[config.mk]
export PLATFORM = sky130hd
export DESIGN_NAME = stack_unit
export DESIGN_NICKNAME = d
export VERILOG_FILES = /design/src/rtl/stack_unit.sv
export SDC_FILE = /design/constraint.sdc
export NUM_CORES = 1
export LEC_CHECK = 0
export CELL_PAD_IN_SITES_DETAIL_PLACEMENT = 2
export CELL_PAD_IN_SITES_GLOBAL_PLACEMENT = 2
export CORE_ASPECT_RATIO = 1.25
export CORE_MARGIN = 5
export CORE_UTILIZATION = 55
export DETAILED_ROUTE_END_ITERATION = 10
export GPL_TIMING_DRIVEN = 0
export PLACE_DENSITY_LB_ADDON = 0.1
export RECOVER_POWER = 50
export SYNTH_ARGS = -nofsm -noshare
export SYNTH_HDL_FRONTEND = slang
export SYNTH_SLANG_ARGS = --single-unit
[constraint.sdc]
create_clock -name clock -period 6.27 [get_ports clock]
set_input_delay 1.881 -clock clock [delete_from_list [all_inputs] [get_ports clock]]
set_output_delay 1.881 -clock clock [all_outputs]
set_load 0.02 [all_outputs]
[src/rtl/stack_unit.sv]
// 8051 hardware stack: owns SP and the stack RAM, pre-increment push / post-decrement pop.
// Optional overflow/underflow guard enabled by defining STACK_GUARD_EN.
module stack_unit #(
  parameter int unsigned DEPTH    = 128,
  parameter logic [7:0]  SP_RESET = 8'h07
) (
  input  logic       clock,
  input  logic       reset,
  input  logic       push_stack,
  input  logic [7:0] stack_in,
  input  logic       pop_stack,
  input  logic       sp_wr,
  input  logic [7:0] sp_wdata,
  output logic [7:0] stack_out,
  output logic [7:0] sp,
  output logic       stack_empty,
  output logic       stack_full,
  output logic       stack_err
);

  localparam int unsigned AW      = (DEPTH > 1) ? $clog2(DEPTH) : 1;
  localparam logic [7:0]  FULL_SP = 8'(DEPTH - 1);

  logic [7:0]    mem_q [DEPTH];
  logic [7:0]    sp_q, sp_d;
  logic [7:0]    sp_inc;
  logic          we;
  logic [AW-1:0] waddr;
  logic          err_q, err_d;

  assign sp_inc      = sp_q + 8'd1;
  assign waddr       = sp_inc[AW-1:0];
  assign sp          = sp_q;
  assign stack_out   = mem_q[sp_q[AW-1:0]];
  assign stack_empty = (sp_q == SP_RESET);
  assign stack_full  = (sp_q == FULL_SP);
  assign stack_err   = err_q;

  // Priority: sp_wr > push > pop; reset is applied in the register process.
  always_comb begin
    sp_d  = sp_q;
    we    = 1'b0;
    err_d = err_q;
    if (sp_wr) begin
      sp_d  = sp_wdata;
      err_d = 1'b0;
    end else if (push_stack) begin
`ifdef STACK_GUARD_EN
      if (stack_full) begin
        err_d = 1'b1;
      end else begin
        sp_d = sp_inc;
        we   = 1'b1;
      end
      if (pop_stack) err_d = 1'b1;
`else
      sp_d = sp_inc;
      we   = 1'b1;
`endif
    end else if (pop_stack) begin
`ifdef STACK_GUARD_EN
      if (stack_empty) err_d = 1'b1;
      else             sp_d  = sp_q - 8'd1;
`else
      sp_d = sp_q - 8'd1;
`endif
    end
`ifndef STACK_GUARD_EN
    err_d = 1'b0;
`endif
  end

  always_ff @(posedge clock) begin
    if (reset) begin
      sp_q  <= SP_RESET;
      err_q <= 1'b0;
    end else begin
      sp_q  <= sp_d;
      err_q <= err_d;
    end
  end

  // RAM is not cleared by reset; a push coinciding with reset is dropped.
  always_ff @(posedge clock) begin
    if (we && !reset) mem_q[waddr] <= stack_in;
  end

endmodule

==> run summary, run 1 <==
run status - stopped before the end
Stop stage - detailed placement
tool error message - [ERROR DPL-0033] detailed placement checks failed during check placement.
Starting Density - 0.552
DIE HEIGHT - 313 um
die width - 252 um
Unique masters post-synth - 43
number of synthesized flops with an enable pin - 1,024
RD Place Congestion - 0.817
Post-Syn Area - 40,300 sq um
sequential cell area fraction in the yosys report - 0.770
FP Rows - 111
#FFs+latches synth - 1,039
Cells after Synth - 1,733
syn_nets - 1,756
Mapped Avg Cell Area - 23.3 sq um
share of flip-flops with an asynchronous set or reset - 0
share of the synthesized area in the top cell type - 0.762
Commonest cells post-synth - 1,024 x edfxtp_1, 336 x mux4_2, 132 x nor2_1
post-detail-place hpwl - 90,800 um
Synth area leader - edfxtp_1
port bufs - 38
most frequent cell after synthesis - edfxtp_1
Main synth FF type - edfxtp_1
Synth area leaders - edfxtp_1 76%, mux4_2 19%, nor2_1 1.2%
# IOs - 40
synth warn - 0
==> metrics by stage <==
stage / area (sq um) / TNS [ns] / hold slack, ns / worst slack, ns
2_1_floorplan: 40300 / 0 / 0.750 / 1.67
3_3_place_gp: 41900 / -303.27 / 0.793 / -0.450
==> cells by family after synthesis <==
family	share of synthesized area
AOI/OAI and AO/OA	0.00487
xor gates and xnor gates	0.00152
adders and majority gates	0.000620
buffers and inverters	0.0117
DFF	0.770
muxes	0.190
other	0.0000929
and+or+nand+nor	0.0213
==> run 2, diff against run 1 <==
==> config.mk (replaced) <==
export PLATFORM = sky130hd
export DESIGN_NAME = stack_unit
export DESIGN_NICKNAME = d
export VERILOG_FILES = /design/src/rtl/stack_unit.sv
export SDC_FILE = /design/constraint.sdc
export NUM_CORES = 1
export LEC_CHECK = 0
export CORE_MARGIN = 5
export CORE_UTILIZATION = 40
export DETAILED_ROUTE_END_ITERATION = 10
export GPL_TIMING_DRIVEN = 0
export PLACE_DENSITY_LB_ADDON = 0.15
export RECOVER_POWER = 50
export SYNTH_ARGS = -nofsm -noshare
export SYNTH_HDL_FRONTEND = slang
export SYNTH_SLANG_ARGS = --single-unit
==> run summary, run 2 <==
Worst setup SP type - flop
Core Footprint - 100,000 sq um
vias in the first global route - 19,100
max reg flops - 1,024
setup bufs post-CTS - 0
total global routing overflow - 0
Cells after Synth - 1,733
DR vias/cell - 5.68
Starting Density - 0.403
Synth area leaders - edfxtp_1 76%, mux4_2 19%, nor2_1 1.2%
wire length per cell - 31.8 um
post-detail-place hpwl - 67,900 um
fraction of layout cells with a size suffix above 1 - 0.290
#FFs+latches synth - 1,039
drt pass-1 iters - 5
R2R cell count - 7
Worst EP required - 4.39 ns
share of flip-flops with an asynchronous set or reset - 0
Worst Setup End Kind - primary output
initial drt markers - 1,899
Hold EP - sp[7]$_SDFFE_PP0N_
syn_nets - 1,756
fin crit share - 0.991
most frequent cells in the layout - 1,024 x edfxtp_1, 336 x mux4_2, 132 x nor2_1
DIE HEIGHT - 328 um
final std cells w/o fill - 3,278
r2r setup slk - 1.66 ns
Unique masters post-synth - 43
RD Place Congestion - 0.825
Nets - 1,910
die width - 328 um
Data arrival, critical path - 4.33 ns
Antenna Diode Count - 0
sequential cell area fraction in the yosys report - 0.770
Hold Path Cell Cnt - 3
Final Slew Violations - 925
Post-Syn Area - 40,300 sq um
Worst-path clk slew - 0.06 ns
MaxCap Viol Count - 14
RR Endpoint - mem_q[67][3]$_DFFE_PP_
DRC Markers - 0
Routed WL - 104,000 um
Commonest cells post-synth - 1,024 x edfxtp_1, 336 x mux4_2, 132 x nor2_1
Fin Clk Skew - 0.0209 ns
share of the synthesized area in the top cell type - 0.762
post-route ant nets - 0
Max H-tree Level - 3
via count - 18,600
Final setup viols - 0
placed cells - 3,077
GRT Total Usage - 0.194
Main synth FF type - edfxtp_1
Hold Crit Start - sp[7]$_SDFFE_PP0N_
Final min period - 6.22 ns
first-pass GRT wire length - 147,000 um
Crit Path Category - reg -> out
number of synthesized flops with an enable pin - 1,024
Final Hold Fails - 0
largest net degree at the start of global routing - 89
RSZ-0062 raised after global routing - true
reg2reg start - sp[0]$_SDFFE_PP1N_
Area growth syn-to-layout - 13.9%
Worst Hold Class - reg -> reg
Inserted Clock Buffers - 108
register with the most flip-flops - mem_q
FP Rows - 116
worst-path maximum fanout - 10
CTS tree - done
pwr/cell area - 329 nW/um^2
synth warn - 0
run status - finished with violations
Synth area leader - edfxtp_1
port bufs - 38
root buf cell - clkbuf_16
initial antenna violation count - 9
fmax - 161 MHz
most common cell after layout, fill and taps aside - edfxtp_1
fillcell total - 8,242
most frequent cell after synthesis - edfxtp_1
Slew headroom - -1.46
Fin Hold WS - 0.727 ns
worst-case clock buffer depth - 3
Mapped Avg Cell Area - 23.3 sq um
peak supply drop - 0.209 mV
failing checks - capacitance limit, slew limit
die area - 107,000 sq um
# IOs - 40
# clock sinks - 1,039
Clk Latency, worst-skew pair - 0.68 ns
Slew @ Worst Pin - 3.69 ns
leakage - 14.1 nW
-- run 2: timing repair --
action | 4_1_cts | 5_1_grt
setup endpoints to repair | 8 | 8
hold buffers | 0 | 0
gates resized for setup | 71 | 21
cloned | 0 | 0
-- run 2: power by group --
group | switching [mW] | total, mW | internal (mW) | leakage, nW
logic | 0.697 | 1.18 | 0.479 | 3.11
registers | 0.0178 | 7.67 | 7.66 | 9.33
clock network | 2.65 | 6.29 | 3.64 | 1.71
total | 3.36 | 15.1 | 11.8 | 14.1
-- run 2: logic make-up after synthesis --
kind of cell,synth area share
compound gates,0.00487
xor+xnor,0.00152
fa+ha+maj,0.000620
buf+inv,0.0117
flops,0.770
mux,0.190
other cells,0.0000929
simple gates,0.0213
-- run 2: how the worst max path moves through the flow --
stage	from	to	slack, ns
finish	flop	stack_out[4]	0.05
global route	flop	stack_out[1]	-0.006
CTS	flop	stack_out[5]	0.005
detailed placement	flop	stack_out[5]	-0.07
global placement	stack_in[3]	mem_q[0][3]$_DFFE_PP_	-0.72
floorplan	flop	stack_out[0]	1.67
-- run 2: critical path, stage by stage, from the launching register on --
cell,delay [ns]
dfxtp_1,0.39
clkbuf_2,0.37
buf_2,0.47
mux4_2,0.41
mux4_2,0.56
mux4_2,0.56
mux2_2,0.33
clkdlybuf4s50_1,0.55
-- run 2: area by class of cell --
cell class                      count  area, sq um  area share
Tap cell                         1298         1620      0.0353
Sequential cell                  1039        31100       0.675
Buffer                            101          614      0.0134
Inverter                            5         18.8    0.000408
Multi-Input combinational cell    586         8830       0.192
Clock buffer                      129         2800      0.0610
Clock inverter                     74          663      0.0144
Timing Repair Buffer               46          370     0.00806
-- run 2: metrics by stage --
stage / instance area [sq um] / TNS (ns) / utilization / power (mW) / setup WS, ns
2_1_floorplan: 40300 / 0 / - / 8.45 / 1.67
3_3_place_gp: 42400 / -537.68 / 0.423 / 9.01 / -0.725
3_5_place_dp: 42600 / -0.298 / 0.425 / 9.00 / -0.0657
4_1_cts: 46100 / 0 / 0.461 / 15.3 / 0.00516
5_1_grt: 46000 / -0.00790 / 0.459 / 15.6 / -0.00576
6_report: 46000 / 0 / 0.459 / 15.1 / 0.0543
-- run 2: layer usage --
metal	wire, um	global-route usage
met1	43100	0.263
met2	51000	0.317
met3	7150	0.0483
met4	2760	0.0558
met5	55	0
Power figures use the tool's default switching activity.
==> run 3, diff against run 2 <==
--- a/config.mk
+++ b/config.mk
@@ -5,12 +5,15 @@
 export SDC_FILE = /design/constraint.sdc
 export NUM_CORES = 1
 export LEC_CHECK = 0
+export CAP_MARGIN = 0
 export CORE_MARGIN = 5
 export CORE_UTILIZATION = 40
 export DETAILED_ROUTE_END_ITERATION = 10
 export GPL_TIMING_DRIVEN = 0
 export PLACE_DENSITY_LB_ADDON = 0.15
 export RECOVER_POWER = 50
+export SETUP_SLACK_MARGIN = 0.15
 export SYNTH_ARGS = -nofsm -noshare
 export SYNTH_HDL_FRONTEND = slang
 export SYNTH_SLANG_ARGS = --single-unit
+export TNS_END_PERCENT = 1
==> run summary, run 3 (same netlist as run 2, synthesis figures left out) <==
total chip power - 15.1 mW
die area - 107,000 sq um
Data arrival, critical path - 4.24 ns
die width - 328 um
Hold Path Cell Cnt - 3
failing checks - capacitance limit, slew limit
post-route cell area - 46,000 sq um
drt pass-1 iters - 5
Antenna Diode Count - 0
GRT Total Usage - 0.194
RD Place Congestion - 0.825
Worst Hold Class - reg -> reg
post-route ant nets - 0
wire length per cell - 31.7 um
post-detail-place hpwl - 67,900 um
port bufs - 38
initial drt markers - 1,831
# clock sinks - 1,039
Slew headroom - -1.49
run status - finished with violations
pwr/cell area - 329 nW/um^2
worst-case clock buffer depth - 3
fraction of layout cells with a size suffix above 1 - 0.291
Final setup viols - 0
Routed WL - 104,000 um
# IOs - 40
vias in the first global route - 19,100
DR vias/cell - 5.67
via count - 18,600
Fin Hold WS - 0.723 ns
peak supply drop - 0.209 mV
Slew @ Worst Pin - 3.73 ns
Worst setup SP type - flop
most common cell after layout, fill and taps aside - edfxtp_1
most frequent cells in the layout - 1,024 x edfxtp_1, 336 x mux4_2, 132 x nor2_1
FP Rows - 116
cts hold-fix bufs - 0
largest net degree at the start of global routing - 89
Post-Place Cell Area - 42,600 sq um
Core Footprint - 100,000 sq um
Crit Path Category - reg -> out
Worst EP required - 4.39 ns
initial antenna violation count - 9
R2R cell count - 7
fin crit share - 0.977
Final Hold Fails - 0
RSZ-0062 raised after global routing - true
register with the most flip-flops - mem_q
Final Slew Violations - 925
Clk Latency, worst-skew pair - 0.68 ns
total global routing overflow - 0
post-layout util - 0.460
fmax - 163 MHz
Inserted Clock Buffers - 108
worst-path maximum fanout - 10
r2r setup slk - 1.72 ns
CTS tree - done
Starting Density - 0.403
max reg flops - 1,024
Final min period - 6.13 ns
Nets - 1,912
root buf cell - clkbuf_16
DRC Markers - 0
Fin Clk Skew - 0.0205 ns
MaxCap Viol Count - 14
Worst-path clk slew - 0.07 ns
first-pass GRT wire length - 147,000 um
Area growth syn-to-layout - 14.1%
Worst Setup End Kind - primary output
Max H-tree Level - 3
leakage - 14.2 nW
DIE HEIGHT - 328 um
## run 3: cell type report
cell class,instances,area (sq um)
fill,8243,54100
sequential,1039,31000
multi-input combinational,586,8830
clock buffer,129,2800
tap,1298,1620
buffer,103,677
clock inverter,74,663
timing repair buffer,46,372
inverter,5,18.8
## run 3: what timing repair did
item | CTS | global route
setup buffers | 0 | 0
pin swaps | 0 | 0
setup endpoints to repair | 8 | 7
resized for setup | 103 | 8
## run 3: worst paths after layout
check / start / endpoint
setup reg to reg: sp[0]$_SDFFE_PP1N_ / mem_q[67][3]$_DFFE_PP_
setup / recovery: flop / stack_out[3]
hold reg to reg: sp[7]$_SDFFE_PP0N_ / sp[7]$_SDFFE_PP0N_
hold / removal: sp[7]$_SDFFE_PP0N_ / sp[7]$_SDFFE_PP0N_
## run 3: routing by layer
metal  global-route usage  part of all wire  vias up
met5                    0           0.00053        -
met4               0.0558             0.026        8
met3               0.0454             0.073      151
met2                0.317              0.49      611
met1                0.265              0.41    10100
li1                     -                 -     7731
## run 3: report_power, final
part	internal (mW)	switching (mW)	leakage [nW]
registers	7.66	0.0103	9.33
clock network	3.64	2.65	1.71
logic	0.483	0.703	3.15
## run 3: metrics by stage
stage               setup TNS, ns  setup WS, ns  instances
finish                          0         0.144       3280
global route                    0        0.0266       3280
CTS                             0        0.0842       3280
detailed placement         -0.298       -0.0657       3077
global placement          -537.68        -0.725       3069
floorplan                       0          1.67       1733
## run 3: critical path: stages (launching register included)
cell	delay [ns]
dfxtp_1	0.32
buf_2	0.17
buf_8	0.23
buf_8	0.22
mux4_2	0.57
mux4_2	0.58
mux4_2	0.58
mux2_2	0.32
clkdlybuf4s50_1	0.56
